File: config.mk
export PLATFORM = sky130hd
export DESIGN_NAME = uart_rx_ctrl
export DESIGN_NICKNAME = d
export VERILOG_FILES = /design/src/rtl/uart_rx_ctrl_pkg.sv /design/src/rtl/uart_rx_sync.sv /design/src/rtl/uart_rx_ctrl.sv
export SDC_FILE = /design/constraint.sdc
export NUM_CORES = 1
export LEC_CHECK = 0
export BUFFER_PORTS_ARGS = -buffer_cell sky130_fd_sc_hd__buf_2
export CORE_AREA = 8 8 71 73
export CTS_CLUSTER_DIAMETER = 100
export DETAILED_ROUTE_END_ITERATION = 12
export DIE_AREA = 0 0 79 81
export PLACE_DENSITY = 0.75
export SYNTH_ARGS = -nofsm -noshare
export SYNTH_HDL_FRONTEND = slang
export SYNTH_HIERARCHICAL = 1
export SYNTH_SLANG_ARGS = --single-unit
File: constraint.sdc
create_clock -name CLK -period 2.1 [get_ports CLK]
set_clock_uncertainty 0.2 [all_clocks]
set_input_delay 0.42 -clock CLK [delete_from_list [all_inputs] [get_ports CLK]]
set_output_delay 0.42 -clock CLK [all_outputs]
set_load 0.005 [all_outputs]
File: src/rtl/uart_rx_ctrl_pkg.sv
// Shared 8N1 UART definitions: receiver FSM encodings, frame shape and the
// baud divisor computation used by both the transmit and receive controllers.
package uart_rx_ctrl_pkg;

  typedef enum logic [2:0] {
    StIdle     = 3'd0,
    StStart    = 3'd1,
    StData     = 3'd2,
    StStop     = 3'd3,
    StWaitIdle = 3'd4
  } rx_state_e;

  localparam int unsigned DataBits = 8;
  localparam int unsigned StopBits = 1;

  function automatic int unsigned bit_tmr_max(input int unsigned clk_freq,
                                              input int unsigned baud);
    return clk_freq / baud - 1;
  endfunction

  function automatic int unsigned half_tmr_max(input int unsigned clk_freq,
                                               input int unsigned baud);
    return clk_freq / (2 * baud) - 1;
  endfunction

endpackage

File: src/rtl/uart_rx_sync.sv
// Two-flop synchroniser for the asynchronous serial line; resets to the idle
// (high) level so a reset never looks like a start bit.
module uart_rx_sync (
  input  logic clk_i,
  input  logic rst_i,
  input  logic d_i,
  output logic q_o
);

  logic meta_q, sync_q;

  always_ff @(posedge clk_i) begin
    if (rst_i) begin
      meta_q <= 1'b1;
      sync_q <= 1'b1;
    end else begin
      meta_q <= d_i;
      sync_q <= meta_q;
    end
  end

  assign q_o = sync_q;

endmodule

File: src/rtl/uart_rx_ctrl.sv
// 8N1 UART receiver: start-bit validation, mid-bit sampling of 8 data bits
// LSB-first, stop-bit check, and a valid/ack output register with overrun flag.
module uart_rx_ctrl
  import uart_rx_ctrl_pkg::*;
#(
  parameter int unsigned CLK_FREQ = 100_000_000,
  parameter int unsigned BAUD     = 9600
) (
  input  logic       CLK,
  input  logic       rst,
  input  logic       UART_TXD_IN,
  input  logic       RX_ACK,
  output logic [7:0] DATA,
  output logic       RX_VALID,
  output logic       FRAME_ERR,
  output logic       OVERRUN
);

  localparam int unsigned BitTmrMax  = bit_tmr_max(CLK_FREQ, BAUD);
  localparam int unsigned HalfTmrMax = half_tmr_max(CLK_FREQ, BAUD);
  localparam int unsigned TmrW       = (BitTmrMax > 0) ? $clog2(BitTmrMax + 1) : 1;

  localparam logic [TmrW-1:0] BitLast  = TmrW'(BitTmrMax);
  localparam logic [TmrW-1:0] HalfLast = TmrW'(HalfTmrMax);
  localparam logic [2:0]      IdxLast  = 3'(DataBits - 1);

  logic rx_s;

  uart_rx_sync u_sync (
    .clk_i (CLK),
    .rst_i (rst),
    .d_i   (UART_TXD_IN),
    .q_o   (rx_s)
  );

  rx_state_e       state_q, state_d;
  logic [TmrW-1:0] timer_q, timer_d;
  logic [2:0]      idx_q, idx_d;
  logic [7:0]      shift_q, shift_d;
  logic [7:0]      data_q, data_d;
  logic            valid_q, valid_d;
  logic            frame_err_q, frame_err_d;
  logic            overrun_q, overrun_d;
  logic            accept;

  always_comb begin
    state_d     = state_q;
    timer_d     = timer_q;
    idx_d       = idx_q;
    shift_d     = shift_q;
    data_d      = data_q;
    valid_d     = valid_q;
    frame_err_d = 1'b0;
    overrun_d   = overrun_q;
    accept      = 1'b0;

    case (state_q)
      StIdle: begin
        if (!rx_s) begin
          timer_d = '0;
          state_d = StStart;
        end
      end
      StStart: begin
        if (timer_q == HalfLast) begin
          if (!rx_s) begin
            timer_d = '0;
            idx_d   = '0;
            state_d = StData;
          end else begin
            state_d = StIdle;
          end
        end else begin
          timer_d = timer_q + 1'b1;
        end
      end
      StData: begin
        if (timer_q == BitLast) begin
          timer_d        = '0;
          shift_d[idx_q] = rx_s;
          idx_d          = idx_q + 3'd1;
          if (idx_q == IdxLast) state_d = StStop;
        end else begin
          timer_d = timer_q + 1'b1;
        end
      end
      StStop: begin
        if (timer_q == BitLast) begin
          timer_d = '0;
          if (rx_s) begin
            accept  = 1'b1;
            state_d = StIdle;
          end else begin
            frame_err_d = 1'b1;
            state_d     = StWaitIdle;
          end
        end else begin
          timer_d = timer_q + 1'b1;
        end
      end
      StWaitIdle: begin
        // A held-low break stays here, so it reports a single framing error.
        if (rx_s) state_d = StIdle;
      end
      default: state_d = StIdle;
    endcase

    // An ack on the accept edge frees the register for the new byte.
    if (accept) begin
      if (!valid_q || RX_ACK) begin
        data_d  = shift_q;
        valid_d = 1'b1;
      end else begin
        overrun_d = 1'b1;
      end
    end else if (valid_q && RX_ACK) begin
      valid_d   = 1'b0;
      overrun_d = 1'b0;
    end
  end

  always_ff @(posedge CLK) begin
    if (rst) begin
      state_q     <= StIdle;
      timer_q     <= '0;
      idx_q       <= '0;
      shift_q     <= '0;
      data_q      <= '0;
      valid_q     <= 1'b0;
      frame_err_q <= 1'b0;
      overrun_q   <= 1'b0;
    end else begin
      state_q     <= state_d;
      timer_q     <= timer_d;
      idx_q       <= idx_d;
      shift_q     <= shift_d;
      data_q      <= data_d;
      valid_q     <= valid_d;
      frame_err_q <= frame_err_d;
      overrun_q   <= overrun_d;
    end
  end

  assign DATA      = data_q;
  assign RX_VALID  = valid_q;
  assign FRAME_ERR = frame_err_q;
  assign OVERRUN   = overrun_q;

endmodule

==> impl_results.md <==
- Status: finished, final reports clean
- Setup WS pre-CTS: -0.00725 ns
- Vias in the first global route: 1590
- Vias per inst: 5.61
- Yosys Warn Count: 6
- Critical path endpoint category: flop
- CTS tree: built
- Sequential element share of the synthesized area: 41.2%
- Final Setup Violations: 0
- Inserted Clock Buffers: 5
- Slew @ Worst Pin: 0.369 ns
- Io pins: 15
- Met1 usage: 15.8%
- Fin Setup TNS: 0 ns
- WP data required: 2.09 ns
- Arr. time, crit path: 2.00 ns
- Synth Cell Area: 1990 um2
- DRC marker count from the first detailed-route iteration: 136
- GRT Max-Usage Layer: met2
- Yosys reg bits: 41
- Drt drc: 0
- GP Congestion: 0.769
- Compound-Gate Fraction of Synth Area: 14.3%
- Pin count of the biggest net entering global routing: 18
- # fillers: 332
- Area growth, synth to finish: 23.4%
- Pins Over Slew Limit: 0
- XOR/XNOR Fraction of Synth Area: 0.440%
- First-pass GRT wire length: 6940 um
- Post-Place Cell Area: 2260 um2
- Final instance area: 2460 um2
- Multi-input gate area: 1190 um2
- Vias: 1774
- Post-synthesis simple-gate area fraction: 32.9%
- GRT Overall Usage: 13.3%
- Top_reg_cell synth: dfxtp_1
- H-tree levels: 2
- Max clock buf depth: 2
- DIE AREA: 6400 um2
- CP startpoint kind: flop
- CTS root buf: clkbuf_8
- Syn nets: 238
- GRT overflow: 0
- Asr flop ratio synth: 0%
- Post-synth EDFFs: 0
- Clk slew on worst S/H paths: 0.08 ns
- Highest Clock Rate: 0.497 GHz
- CP Max Fanout: 7
- Clock latency on the worst-skew pair: 0.29 ns
- Sink Count: 41
- Dpl hpwl: 2830 um
- Leakage: 0.000926 uW
- Worst hold path type: in2reg
- Final Cycle Share: 95.7%
- Slew HR: 75.4%
- Total core area: 3910 um2
- Adder-Cell Fraction of Synth Area: 1.88%
- # rows: 23
- Initial antenna violation count: 0
- Starting Density: 50.9%
- Drt pass-1 iters: 4
- Post-route setup slack: 0.0894 ns
- Register Area: 825 um2
- WL per Instance: 13.5 um
- Grt met3 use: 3.42%
- Die H: 81 um
- Final hold vios: 0
- Layout cell share with drive strength beyond 1: 25.6%
- Die span in x: 79 um
- Minimum clock period: 2.01 ns
- IO buf count: 14
- GR Util met2: 21.1%
- Main combinational cell family by area after synthesis: simple AND/OR/NAND/NOR gates
- Distinct cells, synth: 42
- CP Class: reg2reg
- Post-route ant nets: 0
- Max-cap violations: 0
- Worst VDD drop: 0.334 mV
- Syn Inst Count: 231
- WL final: 4260 um
- Syn avg cell area: 8.62 um2
- Antenna cells: 0
- Pwr per Cell Area: 553 nW/um2
- Pwr Total: 1360 uW
- Mux share of post-synthesis cell area: 6.03%
- Nets: 273
- Post-CTS Hold Fix Bufs: 0
==> worst max-delay path, stage by stage (launching register included) <==
cell and delay (ns):
dfxtp_1 0.34, ha_2 0.20, and4_4 0.25, nand4_4 0.16, a22oi_2 0.23, buf_4 0.20, nor3_1 0.06, a211o_1 0.26
==> power breakdown <==
| part | total [uW] | internal (uW) | switching, uW |
|---|---|---|---|
| sequential | 783 | 780 | 3.67 |
| clock | 522 | 260 | 262 |
| combinational | 54.3 | 21.7 | 32.6 |
==> logic make-up after synthesis <==
logic type,Yosys count
compound gates,42
xor+xnor,1
buf+inv,16
fa+ha+maj,3
simple gates,116
mux,12
flops,41
==> area by class of cell <==
cell class | instances | share of cell area, %
well taps | 50 | 2.55
inverters | 5 | 0.764
clock inverters | 1 | 0.305
clock buffers | 6 | 3.36
repair buffers | 39 | 11.1
flip-flops and latches | 41 | 33.6
multi-input cells | 174 | 48.4
==> synthesized netlist by cell type (4+ instances only) <==
cell type	count	area, um2
inv_1	5	18.8
mux2i_1	12	120
nand3_1	5	25.0
nor3b_1	5	37.5
nor2b_1	4	25.0
nor3_1	22	110
a211o_1	7	61.3
clkbuf_1	7	26.3
or3_1	5	31.3
nand4_1	5	31.3
dfxtp_1	41	821
o21ai_0	7	35.0
a21oi_1	11	55.1
nand2_1	23	86.3
nor2_1	22	82.6
nand2b_1	6	37.5
==> flip-flops by register name (all words and copies together), names as in the netlist <==
register       flops
FRAME_ERR          1
idx_q              3
u_sync/q_o         1
OVERRUN            1
DATA               8
state_q            3
RX_VALID           1
timer_q           14
u_sync/meta_q      1
shift_q            8
==> metrics by stage <==
stage | hold slack [ns] | std cells | utilization (%)
6_report | 0.100 | 316 | 62.8
5_1_grt | 0.102 | 316 | 62.8
4_1_cts | 0.100 | 313 | 60.4
3_5_place_dp | 0.198 | 306 | 57.7
3_3_place_gp | 0.192 | 306 | 57.7
2_1_floorplan | 0.183 | 231 | -
==> routing by layer <==
layer  vias up  part of all wire (%)
met4         0                   1.9
met5         -                     0
met2        36                    47
li1        902                     -
met3         8                   5.4
met1       828                    46
==> final timing paths <==
kind	startpoint	endpoint	slack [ns]	depth (start not counted)
worst max-delay path	timer_q[0]	timer_q[6]	0.09	7
worst min-delay path	UART_TXD_IN	u_sync/meta_q	0.10	2
worst max register to register	timer_q[0]	timer_q[6]	0.09	7
worst min register to register	u_sync/meta_q	u_sync/q_o	0.22	1
==> placed cells by master, fill, tap and decap left out, types with 3 or more instances in the layout <==
master and n:
a21oi_1 10, dfxtp_1 38, nand2_1 23, o21ai_0 7
dfxtp_2 3, or3_1 5, nor2b_1 4, o21bai_1 3
o2bb2ai_1 3, nor3_1 18, nor3_2 3, a211o_1 7
clkbuf_8 6, nand3_1 5, nand4_1 5, a21o_1 3
nor3b_1 4, buf_2 16, inv_1 5, nand2b_1 6
nor2_1 22, mux2i_1 12, buf_4 20
==> timing repair <==
item                                   CTS  global route
endpoints found under the hold margin    0             0
setup buffers                            0             1
gates resized for setup                  3            21
pin swaps                                0             3
setup endpoints to repair                9            20
gates cloned                             0             2
Power figures use the tool's default switching activity.
